===== config.mk =====
export PLATFORM = sky130hd
export DESIGN_NAME = tpx3_datain_rx
export DESIGN_NICKNAME = d
export VERILOG_FILES = /design/src/rtl/tpx3_datain_rx.sv
export SDC_FILE = /design/constraint.sdc
export NUM_CORES = 1
export LEC_CHECK = 0
export BUFFER_PORTS_ARGS = -buffer_cell sky130_fd_sc_hd__buf_2
export CAP_MARGIN = 20
export CORE_AREA = 2 2 166 168
export DETAILED_ROUTE_END_ITERATION = 8
export DIE_AREA = 0 0 168 170
export HOLD_SLACK_MARGIN = 0.08
export PLACE_DENSITY = 0.54
export RECOVER_POWER = 50
export SYNTH_ARGS = -nofsm -noshare
export SYNTH_HDL_FRONTEND = slang
export SYNTH_SLANG_ARGS = --single-unit

===== constraint.sdc =====
create_clock -name i_clk40 -period 7.3 [get_ports i_clk40]
set_input_delay 0.365 -clock i_clk40 [delete_from_list [all_inputs] [get_ports i_clk40]]
set_output_delay 0.365 -clock i_clk40 [all_outputs]
set_load 0.05 [all_outputs]

===== src/rtl/tpx3_datain_rx.sv =====
// Timepix3 DataIn/EnableIn command-link receiver: recovers framed bytes behind a sync byte
// and queues them with SOF/EOF markers in a first-word fall-through FIFO, counting link errors.
module tpx3_datain_rx #(
  parameter logic [7:0] SYNC_BYTE  = 8'hAA,
  parameter int         FIFO_DEPTH = 16
) (
  input  logic        i_clk40,
  input  logic        i_rst_n,
  input  logic        i_en_in,
  input  logic        i_data_in,
  output logic [7:0]  o_rx_data,
  output logic        o_rx_sof,
  output logic        o_rx_eof,
  output logic        o_rx_valid,
  input  logic        i_rx_ready,
  input  logic        i_clr_cnt,
  output logic [15:0] o_frame_cnt,
  output logic [7:0]  o_sync_err_cnt,
  output logic [7:0]  o_trunc_err_cnt,
  output logic [7:0]  o_ovf_cnt,
  output logic        o_ovf_flag
);

  localparam int            AW        = $clog2(FIFO_DEPTH);
  localparam logic [AW:0]   C_DEPTH   = (AW+1)'(FIFO_DEPTH);
  localparam logic [AW:0]   C_CNT_ONE = 1;
  localparam logic [AW-1:0] C_PTR_ONE = 1;

  typedef enum logic [1:0] {S_IDLE, S_HUNT, S_DATA, S_DROP} state_t;

  state_t        r_state;
  state_t        w_state_next;
  logic [2:0]    r_bit_cnt;
  logic [7:0]    r_shift;
  logic [7:0]    w_byte;
  logic          r_armed;
  logic          r_first;
  logic          r_held_vld;
  logic          r_held_sof;
  logic [7:0]    r_held;
  logic          r_wr_en;
  logic [9:0]    r_wr_word;

  logic          w_shift;
  logic          w_byte_done;
  logic          w_sync_ok;
  logic          w_sync_err;
  logic          w_pay_done;
  logic          w_frame_end;
  logic          w_trunc;
  logic          w_push;

  logic [9:0]    r_mem [FIFO_DEPTH];
  logic [AW-1:0] r_wr_ptr;
  logic [AW-1:0] r_rd_ptr;
  logic [AW:0]   r_count;
  logic [AW:0]   w_count_next;
  logic          w_pop;
  logic          w_full;
  logic          w_fifo_we;
  logic          w_drop;
  logic [9:0]    w_head;

  logic [15:0]   r_frame_cnt;
  logic [7:0]    r_sync_err_cnt;
  logic [7:0]    r_trunc_err_cnt;
  logic [7:0]    r_ovf_cnt;
  logic          r_ovf_flag;

  assign w_byte = {r_shift[6:0], i_data_in};

  always_ff @(posedge i_clk40 or negedge i_rst_n) begin
    if (!i_rst_n) r_state <= S_IDLE;
    else          r_state <= w_state_next;
  end

  always_comb begin
    w_state_next = r_state;
    case (r_state)
      S_IDLE: if (i_en_in && r_armed) w_state_next = S_HUNT;
      S_HUNT: begin
        if (!i_en_in)             w_state_next = S_IDLE;
        else if (r_bit_cnt == 3'd7) w_state_next = (w_byte == SYNC_BYTE) ? S_DATA : S_DROP;
      end
      S_DATA: if (!i_en_in) w_state_next = S_IDLE;
      S_DROP: if (!i_en_in) w_state_next = S_IDLE;
      default: w_state_next = S_IDLE;
    endcase
  end

  // IDLE shifts too: the cycle EN_IN rises already carries bit 7 of the sync byte.
  always_comb begin
    w_shift     = i_en_in && (((r_state == S_IDLE) && r_armed) ||
                              (r_state == S_HUNT) || (r_state == S_DATA));
    w_byte_done = w_shift && (r_bit_cnt == 3'd7);
    w_sync_ok   = (r_state == S_HUNT) && w_byte_done && (w_byte == SYNC_BYTE);
    w_sync_err  = (r_state == S_HUNT) && w_byte_done && (w_byte != SYNC_BYTE);
    w_pay_done  = (r_state == S_DATA) && w_byte_done;
    w_frame_end = (r_state == S_DATA) && !i_en_in;
    w_trunc     = ((r_state == S_HUNT) || (r_state == S_DATA)) && !i_en_in && (r_bit_cnt != 3'd0);
    w_push      = (w_pay_done || w_frame_end) && r_held_vld;
  end

  // r_armed stays low after reset until EN_IN is seen low, so a frame cut by reset never resumes.
  always_ff @(posedge i_clk40 or negedge i_rst_n) begin
    if (!i_rst_n) begin
      r_armed    <= 1'b0;
      r_bit_cnt  <= 3'd0;
      r_shift    <= 8'd0;
      r_first    <= 1'b0;
      r_held_vld <= 1'b0;
      r_held_sof <= 1'b0;
      r_held     <= 8'd0;
      r_wr_en    <= 1'b0;
      r_wr_word  <= 10'd0;
    end else begin
      if (!i_en_in) r_armed <= 1'b1;
      if (w_shift) begin
        r_bit_cnt <= r_bit_cnt + 3'd1;
        r_shift   <= w_byte;
      end else if (!i_en_in) begin
        r_bit_cnt <= 3'd0;
      end
      if (w_sync_ok)       r_first <= 1'b1;
      else if (w_pay_done) r_first <= 1'b0;
      if (w_pay_done) begin
        r_held_vld <= 1'b1;
        r_held_sof <= r_first;
        r_held     <= w_byte;
      end else if (w_frame_end) begin
        r_held_vld <= 1'b0;
      end
      r_wr_en   <= w_push;
      r_wr_word <= {r_held_sof, w_frame_end, r_held};
    end
  end

  assign w_pop     = (r_count != '0) && i_rx_ready;
  assign w_full    = (r_count == C_DEPTH);
  assign w_fifo_we = r_wr_en && (!w_full || w_pop);
  assign w_drop    = r_wr_en && w_full && !w_pop;

  always_comb begin
    w_count_next = r_count;
    case ({w_fifo_we, w_pop})
      2'b10:   w_count_next = r_count + C_CNT_ONE;
      2'b01:   w_count_next = r_count - C_CNT_ONE;
      default: w_count_next = r_count;
    endcase
  end

  always_ff @(posedge i_clk40) begin
    if (w_fifo_we) r_mem[r_wr_ptr] <= r_wr_word;
  end

  always_ff @(posedge i_clk40 or negedge i_rst_n) begin
    if (!i_rst_n) begin
      r_wr_ptr <= '0;
      r_rd_ptr <= '0;
      r_count  <= '0;
    end else begin
      if (w_fifo_we) r_wr_ptr <= r_wr_ptr + C_PTR_ONE;
      if (w_pop)     r_rd_ptr <= r_rd_ptr + C_PTR_ONE;
      r_count <= w_count_next;
    end
  end

  assign w_head     = r_mem[r_rd_ptr];
  assign o_rx_valid = (r_count != '0);
  assign o_rx_data  = o_rx_valid ? w_head[7:0] : 8'd0;
  assign o_rx_eof   = o_rx_valid & w_head[8];
  assign o_rx_sof   = o_rx_valid & w_head[9];

  // A frame whose EOF byte was dropped still counts: the count tracks the link, not the consumer.
  always_ff @(posedge i_clk40 or negedge i_rst_n) begin
    if (!i_rst_n) begin
      r_frame_cnt     <= 16'd0;
      r_sync_err_cnt  <= 8'd0;
      r_trunc_err_cnt <= 8'd0;
      r_ovf_cnt       <= 8'd0;
      r_ovf_flag      <= 1'b0;
    end else if (i_clr_cnt) begin
      r_frame_cnt     <= 16'd0;
      r_sync_err_cnt  <= 8'd0;
      r_trunc_err_cnt <= 8'd0;
      r_ovf_cnt       <= 8'd0;
      r_ovf_flag      <= 1'b0;
    end else begin
      if (w_frame_end && r_held_vld)                r_frame_cnt     <= r_frame_cnt + 16'd1;
      if (w_sync_err && (r_sync_err_cnt != 8'hFF))  r_sync_err_cnt  <= r_sync_err_cnt + 8'd1;
      if (w_trunc && (r_trunc_err_cnt != 8'hFF))    r_trunc_err_cnt <= r_trunc_err_cnt + 8'd1;
      if (w_drop && (r_ovf_cnt != 8'hFF))           r_ovf_cnt       <= r_ovf_cnt + 8'd1;
      if (w_drop)                                   r_ovf_flag      <= 1'b1;
    end
  end

  assign o_frame_cnt     = r_frame_cnt;
  assign o_sync_err_cnt  = r_sync_err_cnt;
  assign o_trunc_err_cnt = r_trunc_err_cnt;
  assign o_ovf_cnt       = r_ovf_cnt;
  assign o_ovf_flag      = r_ovf_flag;

endmodule


==> results.py <==
metrics = {
    "outcome": {
        "status": "complete, no violations",
    },
    "die": {
        "dieArea_um2": 28560,
        "die_w_um": 168,
        "initial_core_util_pct": 39.69,
        "core_um2": 26650,
        "io_pins": 58,
        "die_h_um": 170,
        "row_count": 60,
    },
    "route": {
        "antenna_left": 0,
        "drc": 0,
        "viasPerCell": 5.510,
        "vias": 6078,
        "wirelength_um": 22210,
        "drt_first_pass_iters": 5,
        "drtIter0Drc": 500,
        "wl_per_cell_um": 20.14,
    },
    "timing": {
        "rsz0062_at_grt": "false",
        "relSlewSlack_pct": 30.60,
        "setup_viol": 0,
        "finalClockSkew_ns": 0.02149,
        "tns_ns": 0,
        "finalCriticalPeriod_ns": 3.543,
        "final_hold_viol_count": 0,
        "fmax_mhz": 282.2,
        "worst_slew_pin_slew_ns": 1.033,
        "post-route-period-util_pct": 48.54,
        "maxSlewViolCount": 0,
    },
    "critical_path": {
        "reg2reg_to": "r_count[2]",
        "arrival_ns": 3.18,
        "worstPathCellList": "buf_4 > mux4_2 > mux2_2 > o21ai_0 > a21oi_1 > buf_2",
        "path_buf_inv": 2,
        "path_class": "register to primary output",
        "crit_cells": 6,
        "endpoint": "o_rx_sof",
        "cp-end-kind": "primary output",
        "crit_slowest_cell": "dfrtp_2",
        "critPathLaunchType": "register",
        "max_stage_delay_ns": 0.63,
        "critical_path.max_fanout": 30,
        "crit_required_ns": 6.93,
        "r2r-start": "r_count[1]",
        "reg2regPathDepth": 8,
        "crit_family": "multiplexers",
        "startpoint": "r_rd_ptr[0]",
        "r2r_setup_slack_ns": 4.21,
    },
    "clock_network": {
        "clock_path_buffers": 3,
        "cts_root_buf": "clkbuf_16",
        "cts_tree": "yes",
        "cts.clk_slew.worst_paths_ns": 0.06,
        "clock_sinks": 249,
        "htree_num_levels": 1,
        "clk_latency_ns": 0.54,
        "cts_setup_buffers": 0,
        "cts_buffers": 27,
    },
    "layout": {
        "final_nets": 765,
        "diodes": 0,
        "drive_gt1_share_pct": 20.47,
        "area.growth.synth_to_final_pct": 14.06,
        "final_area_um2": 12070,
        "final_util_pct": 45.27,
    },
    "power": {
        "ir_drop_mv": 0.1610,
        "power.density_nw_per_um2": 298.1,
        "total_leakage_power_nw": 4.265,
    },
    "global_routing": {
        "antenna_found_initial": 0,
        "grt_pass1_wl_um": 35880,
        "first_global_vias": 6274,
        "grt.overflow.total": 0,
        "grt_max_degree": 74,
        "track_usage_pct": 16.05,
    },
    "yosys": {
        "ys_seq_elements": 249,
        "syn-cell-area_um2": 10580,
        "synthCells": 676,
        "yosys_warnings": 0,
        "synth_edf_count": 160,
        "avgSynthCellArea_um2": 15.65,
        "synth_cell_types": 63,
        "syn_nets": 700,
        "synthFlopType": "edfxtp_1",
        "async_flop_share_pct": 35.74,
        "seq_area_frac_synth_pct": 66.48,
    },
    "placed_design": {
        "dp_hpwl_um": 14170,
        "placed_area_um2": 11280,
        "numPortBuffers": 57,
        "gp_congestion": 0.7525,
    },
    "min_path": {
        "hp-class": "primary input to register",
    },
    "run": {
        "drv_cap": 0,
    },
}
[logic make-up after synthesis]
family,share of synthesized area (%)
flops,66.48
simple gates,8.446
compound gates,5.666
mux,13.80
buf+inv,2.070
fa+ha+maj,2.129
xor+xnor,1.408
[cells in the mapped netlist (all sizes together), types with 16 or more instances]
cell	number	area, µm²
clkbuf	18	67.56
mux2i	16	172.7
edfxtp	160	4805
nor2	25	93.84
nand3	18	90.09
inv	19	71.32
o21ai	20	103.9
mux2	34	386.6
dfrtp	89	2227
nand2	28	105.1
mux4	40	900.9
ha	18	225.2
a21oi	37	185.2
[cell type report]
class / count / area, µm²
sequential: 249 / 7036
timing repair buffer: 68 / 330.3
clock buffer: 37 / 713.2
multi-input combinational: 376 / 3388
clock inverter: 13 / 100.1
inverter: 19 / 71.32
fill: 2306 / 14590
tap: 341 / 426.7
[per-layer routing]
layer  up-vias  wire length, µm  global-route usage [%]
li1       2771                -                       -
met1      3129             9825                   21.78
met2       143            10940                   27.36
met3        35             1065                   2.837
met4         0              377                   3.289
met5         -                0                       0
[state kept, by name, indices dropped and copies added, names as in the netlist, 2 cells and up]
signal           flops
r_mem              160
o_frame_cnt         16
r_wr_word           10
o_ovf_cnt            8
o_sync_err_cnt       8
o_trunc_err_cnt      8
r_held               8
r_shift              7
r_count              5
r_rd_ptr             4
r_wr_ptr             4
r_bit_cnt            3
r_state              2
[layout by cell type (no fill, tap or decap), types with 5 or more instances in the layout]
master     netlist  final
a21oi_1         37     37
and4_1           5      5
buf_2            7     22
buf_4            1      9
clkbuf_1        18     45
clkbuf_16        0     27
clkinv_1         0      7
dfrtp_1         89     86
edfxtp_1       160    160
ha_1            18     18
inv_1           19     19
mux2_2          33     33
mux2i_1         15     15
mux4_2          40     40
nand2_1         28     28
nand2b_1         5      5
nand3_1         18     18
nand4_1          9      9
nor2_1          25     25
nor2b_1         11     11
nor3_1           6      5
o21ai_0         18     19
o31ai_1         12     12
o41ai_1          5      5
or3_1            5      5
or4_1           12     12
xnor2_1          9      9
xor2_1           8      8
[metrics by stage]
stage          setup WS (ns)  hold WS [ns]  power, mW  std cells
2_1_floorplan          4.635       0.06941      2.229        676
3_3_place_gp           4.262        0.2436      2.364       1050
3_5_place_dp           4.242        0.2470      2.387       1051
4_1_cts                3.661       0.08748      3.653       1102
5_1_grt                3.493       0.09739      3.770       1103
6_report               3.757        0.1013      3.597       1103
[worst min-delay path by stage]
stage	cells past startpoint	slack, ns	endpoint	from
floorplan	0	0.07	o_frame_cnt[0]	i_rst_n
CTS	2	0.09	r_shift[0]	i_data_in
global route	2	0.1	r_shift[0]	i_data_in
global placement	1	0.24	o_ovf_flag	i_rst_n
finish	2	0.10	r_shift[0]	i_data_in
detailed placement	1	0.25	o_ovf_flag	i_rst_n
[what timing repair did]
item	CTS	global route
setup endpoints to repair	0	0
hold buffers	1	0
endpoints found under the hold margin	16	0
resized for setup	0	0
[power breakdown]
| group | switching (mW) | leakage, nW | internal (mW) | total, mW |
|---|---|---|---|---|
| logic | 0.317 | 1.27 | 0.298 | 0.615 |
| clock network | 0.533 | 0.395 | 0.721 | 1.25 |
| registers | 0.182 | 2.60 | 1.55 | 1.73 |
| total | 1.03 | 4.27 | 2.56 | 3.60 |
Note: power is estimated with default switching activity, not from simulation.
